===== src/rtl/rate_counter_pkg.sv =====
// Shared types and period arithmetic for the rate counter.
// Speed code 0 selects a one-cycle period; code s>=1 selects CLOCK_FREQUENCY * 2**(s-1).
package rate_counter_pkg;

    typedef enum logic {
        WRAP     = 1'b0,
        SATURATE = 1'b1
    } count_mode_t;

    function automatic int unsigned period_of(input int unsigned speed,
                                              input int unsigned clock_frequency);
        if (speed == 32'd0)
            return 32'd1;
        else
            return clock_frequency << (speed - 32'd1);
    endfunction

    // Divider width that holds P-1 for the longest period without truncation.
    function automatic int unsigned div_width(input int unsigned max_period);
        return (max_period > 32'd1) ? $clog2(max_period) : 32'd1;
    endfunction

    localparam int unsigned DEFAULT_CLOCK_FREQUENCY = 500;
    localparam int unsigned DEFAULT_SPEED_WIDTH     = 2;
    localparam int unsigned MAX_PERIOD =
        period_of((32'd1 << DEFAULT_SPEED_WIDTH) - 32'd1, DEFAULT_CLOCK_FREQUENCY);

endpackage


===== src/rtl/rate_tick_gen.sv =====
// Programmable-period tick divider; Tick is combinational from DivCnt and Enable.
// Latency: first tick in the first enabled cycle; Enable low freezes the count (no backpressure).
// Optional: RATE_COUNTER_SPEED_RESTART_EN restarts the period as soon as Speed changes.
module rate_tick_gen
    import rate_counter_pkg::*;
#(
    parameter int unsigned CLOCK_FREQUENCY = 500,
    parameter int unsigned SPEED_WIDTH     = 2
) (
    input  logic                   ClockIn,
    input  logic                   ResetN,
    input  logic                   Enable,
    input  logic [SPEED_WIDTH-1:0] Speed,
    output logic                   Tick
);

    localparam int unsigned MAX_P = period_of((32'd1 << SPEED_WIDTH) - 32'd1, CLOCK_FREQUENCY);
    localparam int unsigned DIV_W = div_width(MAX_P);

    logic [DIV_W-1:0] div_cnt;
    logic [DIV_W-1:0] reload_val;
    logic             restart;

    always_comb reload_val = DIV_W'(period_of(32'(Speed), CLOCK_FREQUENCY) - 32'd1);

`ifdef RATE_COUNTER_SPEED_RESTART_EN
    logic [SPEED_WIDTH-1:0] speed_q;

    always_ff @(posedge ClockIn or negedge ResetN) begin
        if (!ResetN)
            speed_q <= '0;
        else
            speed_q <= Speed;
    end

    assign restart = Enable && (Speed != speed_q);
`else
    assign restart = 1'b0;
`endif

    // Forcing zero makes the next cycle tick and reload with the new period.
    always_ff @(posedge ClockIn or negedge ResetN) begin
        if (!ResetN)
            div_cnt <= '0;
        else if (restart)
            div_cnt <= '0;
        else if (Enable)
            div_cnt <= (div_cnt == '0) ? reload_val : div_cnt - DIV_W'(1);
    end

    assign Tick = Enable && (div_cnt == '0);

endmodule


===== src/rtl/rate_counter_gen2.sv =====
// Tick-driven up/down counter with limit, wrap/saturate, load and terminal pulse.
// Latency: count and Terminal update on the edge ending a tick cycle; Load overrides, no backpressure.
// Optional: RATE_COUNTER_SPEED_RESTART_EN enables immediate period restart on Speed change.
module rate_counter_gen2
    import rate_counter_pkg::*;
#(
    parameter int unsigned CLOCK_FREQUENCY = 500,
    parameter int unsigned COUNT_WIDTH     = 4,
    parameter int unsigned SPEED_WIDTH     = 2
) (
    input  logic                   ClockIn,
    input  logic                   ResetN,
    input  logic                   Enable,
    input  logic [SPEED_WIDTH-1:0] Speed,
    input  logic                   Up,
    input  logic                   Saturate,
    input  logic [COUNT_WIDTH-1:0] Limit,
    input  logic                   Load,
    input  logic [COUNT_WIDTH-1:0] LoadValue,
    output logic                   Tick,
    output logic [COUNT_WIDTH-1:0] CounterValue,
    output logic                   Terminal
);

    logic                   tick;
    logic [COUNT_WIDTH-1:0] next_cv;
    logic                   boundary;
    count_mode_t            mode;

    rate_tick_gen #(
        .CLOCK_FREQUENCY (CLOCK_FREQUENCY),
        .SPEED_WIDTH     (SPEED_WIDTH)
    ) u_tick_gen (
        .ClockIn (ClockIn),
        .ResetN  (ResetN),
        .Enable  (Enable),
        .Speed   (Speed),
        .Tick    (tick)
    );

    assign Tick = tick;
    assign mode = Saturate ? SATURATE : WRAP;

    // A count above Limit going down snaps to Limit; that is a correction, not a boundary.
    always_comb begin
        next_cv  = CounterValue;
        boundary = 1'b0;
        if (Up) begin
            if (CounterValue >= Limit) begin
                boundary = 1'b1;
                next_cv  = (mode == SATURATE) ? Limit : '0;
            end else begin
                next_cv = CounterValue + COUNT_WIDTH'(1);
            end
        end else begin
            if (CounterValue == '0) begin
                boundary = 1'b1;
                next_cv  = (mode == SATURATE) ? '0 : Limit;
            end else if (CounterValue > Limit) begin
                next_cv = Limit;
            end else begin
                next_cv = CounterValue - COUNT_WIDTH'(1);
            end
        end
    end

    always_ff @(posedge ClockIn or negedge ResetN) begin
        if (!ResetN) begin
            CounterValue <= '0;
            Terminal     <= 1'b0;
        end else if (Load) begin
            CounterValue <= (LoadValue > Limit) ? Limit : LoadValue;
            Terminal     <= 1'b0;
        end else if (tick) begin
            CounterValue <= next_cv;
            Terminal     <= boundary;
        end else begin
            Terminal     <= 1'b0;
        end
    end

endmodule


===== config.mk =====
export PLATFORM = sky130hd
export DESIGN_NAME = rate_counter_gen2
export DESIGN_NICKNAME = d
export VERILOG_FILES = /design/src/rtl/rate_counter_pkg.sv /design/src/rtl/rate_tick_gen.sv /design/src/rtl/rate_counter_gen2.sv
export SDC_FILE = /design/constraint.sdc
export NUM_CORES = 1
export LEC_CHECK = 0
export ABC_CLOCK_PERIOD_IN_PS = 3400
export CELL_PAD_IN_SITES_DETAIL_PLACEMENT = 1
export CELL_PAD_IN_SITES_GLOBAL_PLACEMENT = 1
export CORE_UTILIZATION = 34
export CTS_BUF_LIST = sky130_fd_sc_hd__clkbuf_8
export CTS_CLUSTER_DIAMETER = 200
export DETAILED_ROUTE_END_ITERATION = 8
export DONT_BUFFER_PORTS = 1
export PLACE_DENSITY_LB_ADDON = 0.25
export REMOVE_ABC_BUFFERS = 1
export SLEW_MARGIN = 10
export SYNTH_ARGS = -nofsm -noshare
export SYNTH_HDL_FRONTEND = slang
export SYNTH_HIERARCHICAL = 1
export SYNTH_SLANG_ARGS = --single-unit

===== constraint.sdc =====
create_clock -name ClockIn -period 3.4 [get_ports ClockIn]
set_input_delay 0.34 -clock ClockIn [delete_from_list [all_inputs] [get_ports ClockIn]]
set_output_delay 0.34 -clock ClockIn [all_outputs]
set_load 0.1 [all_outputs]

==> out/metrics.cfg <==
[cells_and_area]
multi_input_area_sq_um=1150
insertedDiodeCount=0
layout_common_cells=18 x nor2_1, 17 x ha_1, 16 x dfrtp_1, 13 x nand2_1, 11 x a21oi_1
fill_cells=552
area.sequential_sq_um=400
final_layout_size_suffix_gt1_share_pct=14.0
mostFrequentLayoutCell=nor2_1
nets=227
area_delta_synth_final_pct=9.80

[clock_network]
worstSkewPairLatency_ns=0.26
clkTransAtPathRegs_ns=0.07
cts_sinks=16
post_cts_buffers=0
cts_tree=built
cts_resized=0
cts_hold_buf=1
cts-root-buf=clkbuf_8
clockBufferDepth=2
cts_made_buffers=3
cts_max_level=1

[synthesis]
yosysTopAreaCell=dfrtp_1
synth_compound_area_share_pct=23.0
synth_xor_area_share_pct=3.29
synth_area_leaders=dfrtp_1 25%, ha_1 13%, nor2_1 4.2%, a21oi_1 3.4%, nand2_1 3.1%
synthFlopType=dfrtp_1
syn_avg_cell_area_sq_um=8.58
syn_inst=186
yosysWarnings=6
synthDistinctLibCells=55
yosysSeqAreaShare_pct=25.1
synth_seq_cells=16
synth-simple-area-share_pct=29.9
synth_top_family_by_area=simple AND/OR/NAND/NOR gates
yosys-mux-area-fraction_pct=2.59
synth-edff-count=0
async_reset_ff_share_pct=100
synth_area_sq_um=1600
synthAdderAreaFrac_pct=13.3
yosysTopAreaCellShare_pct=25.1

[routing]
wl_microns=4320
ant_nets=0
drc=0
vias=1460
drt_first_pass_iters=4
drt_iter0_drc=55
routedWlPerCell_microns=17.6
viasPerCell=5.96

[timing]
whs_ns=0.167
fin_skew_ns=0.00279
min_period_ns=2.68
min_period_over_period_pct=78.8
max-slew-margin-rel_pct=42.7
finalHoldViolations=0
tightest_slew_ns=0.860
setup_violations=0
rsz0062_at_grt=false
slew_viol_final=0
fin_tns_setup_ns=0
layout_setup_ws_ns=0.719
max_clock_freq_mhz=373

[power_and_ir_drop]
p_int_uw=544
total_power_uw=988
ir_worst_vdd_mv=0.219
power.net_switching_uw=443
p_comb_share_pct=48.1
clockPowerShare_pct=17.8
p_per_area_nw_per_um2=563
sequentialPowerShare_pct=34.1
power_switching_share_pct=44.9
leakage_uw=0.000747

[floorplanning]
core_area_sq_um=4440
initial_core_util_pct=35.9
die-area_sq_um=4970
die_h_microns=70.5
die_w_microns=70.5
num_rows=24
boundaryPins=22

[job]
maxCapViolCount=0

[worst_setup_path]
cp-start-kind=flip-flop
slowest_delay_ns=0.56
worstPathArrival_ns=2.82
required_ns=3.54
end_kind=flip-flop
r2r-start=u_tick_gen/div_cnt[8]
cp_max_fo=6
worstSetupPathType=reg -> reg
crit_path_cell_trace=or4_4, nor4_2, a21oi_1, ha_1, or3b_1, nor2_1, and4b_1, o21a_1, o32a_1
crit_path_top_delay_cell=or4_4
setup.worst_path.start=u_tick_gen/div_cnt[8]

[hold_path]
worstHoldStart=Load
min_path_type=in -> reg

[placement]
pre_cts_ws_ns=0.736
dp_hpwl_microns=3430
port_buffers=0
place_congestion=0.820

[global_routing]
gr-usage-all-layers_pct=19.3
grt_pass1_wl_microns=7450
overflow=0
grt_pass1_vias=1570
antenna_found_initial=0
grt_start_max_net_pins=22

[status]
status=finished clean

cells by family (layout without fill, tap and decap cells):
logic type | count (synthesis) | count (layout)
and+or+nand+nor | 81 | 81
AOI/OAI and AO/OA | 50 | 50
adders and majority gates | 17 | 17
DFF | 16 | 16
buffers and inverters | 12 | 19
xor gates and xnor gates | 6 | 6
muxes | 4 | 4
power groups by stage:
stage	combinational, uW	clock (uW)	sequential, uW
CTS	475	184	336
global route	526	190	348
detailed placement	468	0	340
finish	475	176	337
floorplan	317	0	378
global placement	457	0	333
cell usage after synthesis (2+ instances only):
| cell | number |
|---|---|
| a211oi_1 | 2 |
| a21o_1 | 6 |
| a21oi_1 | 11 |
| a22o_1 | 2 |
| a31oi_1 | 3 |
| clkbuf_1 | 3 |
| dfrtp_1 | 16 |
| ha_1 | 17 |
| inv_1 | 9 |
| mux2i_1 | 3 |
| nand2_1 | 13 |
| nand3_1 | 6 |
| nand4_1 | 4 |
| nor2_1 | 18 |
| nor2b_1 | 6 |
| nor3_1 | 9 |
| nor4_1 | 3 |
| nor4_2 | 3 |
| o211ai_1 | 2 |
| o21a_1 | 2 |
| o21ai_0 | 7 |
| o311ai_0 | 2 |
| or2_2 | 2 |
| or4_4 | 2 |
| xnor2_1 | 3 |
| xor2_1 | 3 |
layer usage:
metal,vias to the layer above,GRT usage [%],wire (microns)
li1,714,-,-
met1,709,23.3,1950
met2,31,34.2,2140
met3,6,3.46,153
met4,0,6.80,72
met5,-,0,0
final timing paths:
| check | cells past startpoint | slack (ns) | endpoint |
|---|---|---|---|
| max | 9 | 0.72 | u_tick_gen/div_cnt[6] |
| min | 1 | 0.17 | CounterValue[3] |
| max reg2reg | 9 | 0.72 | u_tick_gen/div_cnt[6] |
| min reg2reg | 1 | 0.58 | u_tick_gen/div_cnt[4] |
| max in group asynchronous | 1 | 2.32 | u_tick_gen/div_cnt[1] |
| min in group asynchronous | 1 | 0.60 | u_tick_gen/div_cnt[3] |
worst max-delay path, delay by kind of cell, from the launching register on:
family / cells / cell delay (ns)
AOI/OAI and AO/OA: 3 / 0.49
adders and majority gates: 1 / 0.25
DFF: 1 / 0.45
and+or+nand+nor: 5 / 1.39
final cells by class:
type	count	area share (%)
Clock buffer	4	3.14
Inverter	9	1.93
Multi-Input combinational cell	158	65.7
Sequential cell	16	22.8
Tap cell	52	3.71
Timing Repair Buffer	6	2.71
sequential cells by signal, summed over array words and instances, names as in the netlist:
register,cells
CounterValue,4
Terminal,1
u_tick_gen/div_cnt,11
stage by stage:
stage          utilization [%]  std cells  cell area [sq um]
2_1_floorplan                -        183               1590
3_3_place_gp              38.0        240               1690
3_5_place_dp              38.0        240               1690
4_1_cts                   39.4        245               1750
5_1_grt                   39.4        245               1750
6_report                  39.4        245               1750
No activity file was read; power rests on OpenSTA's default activity.
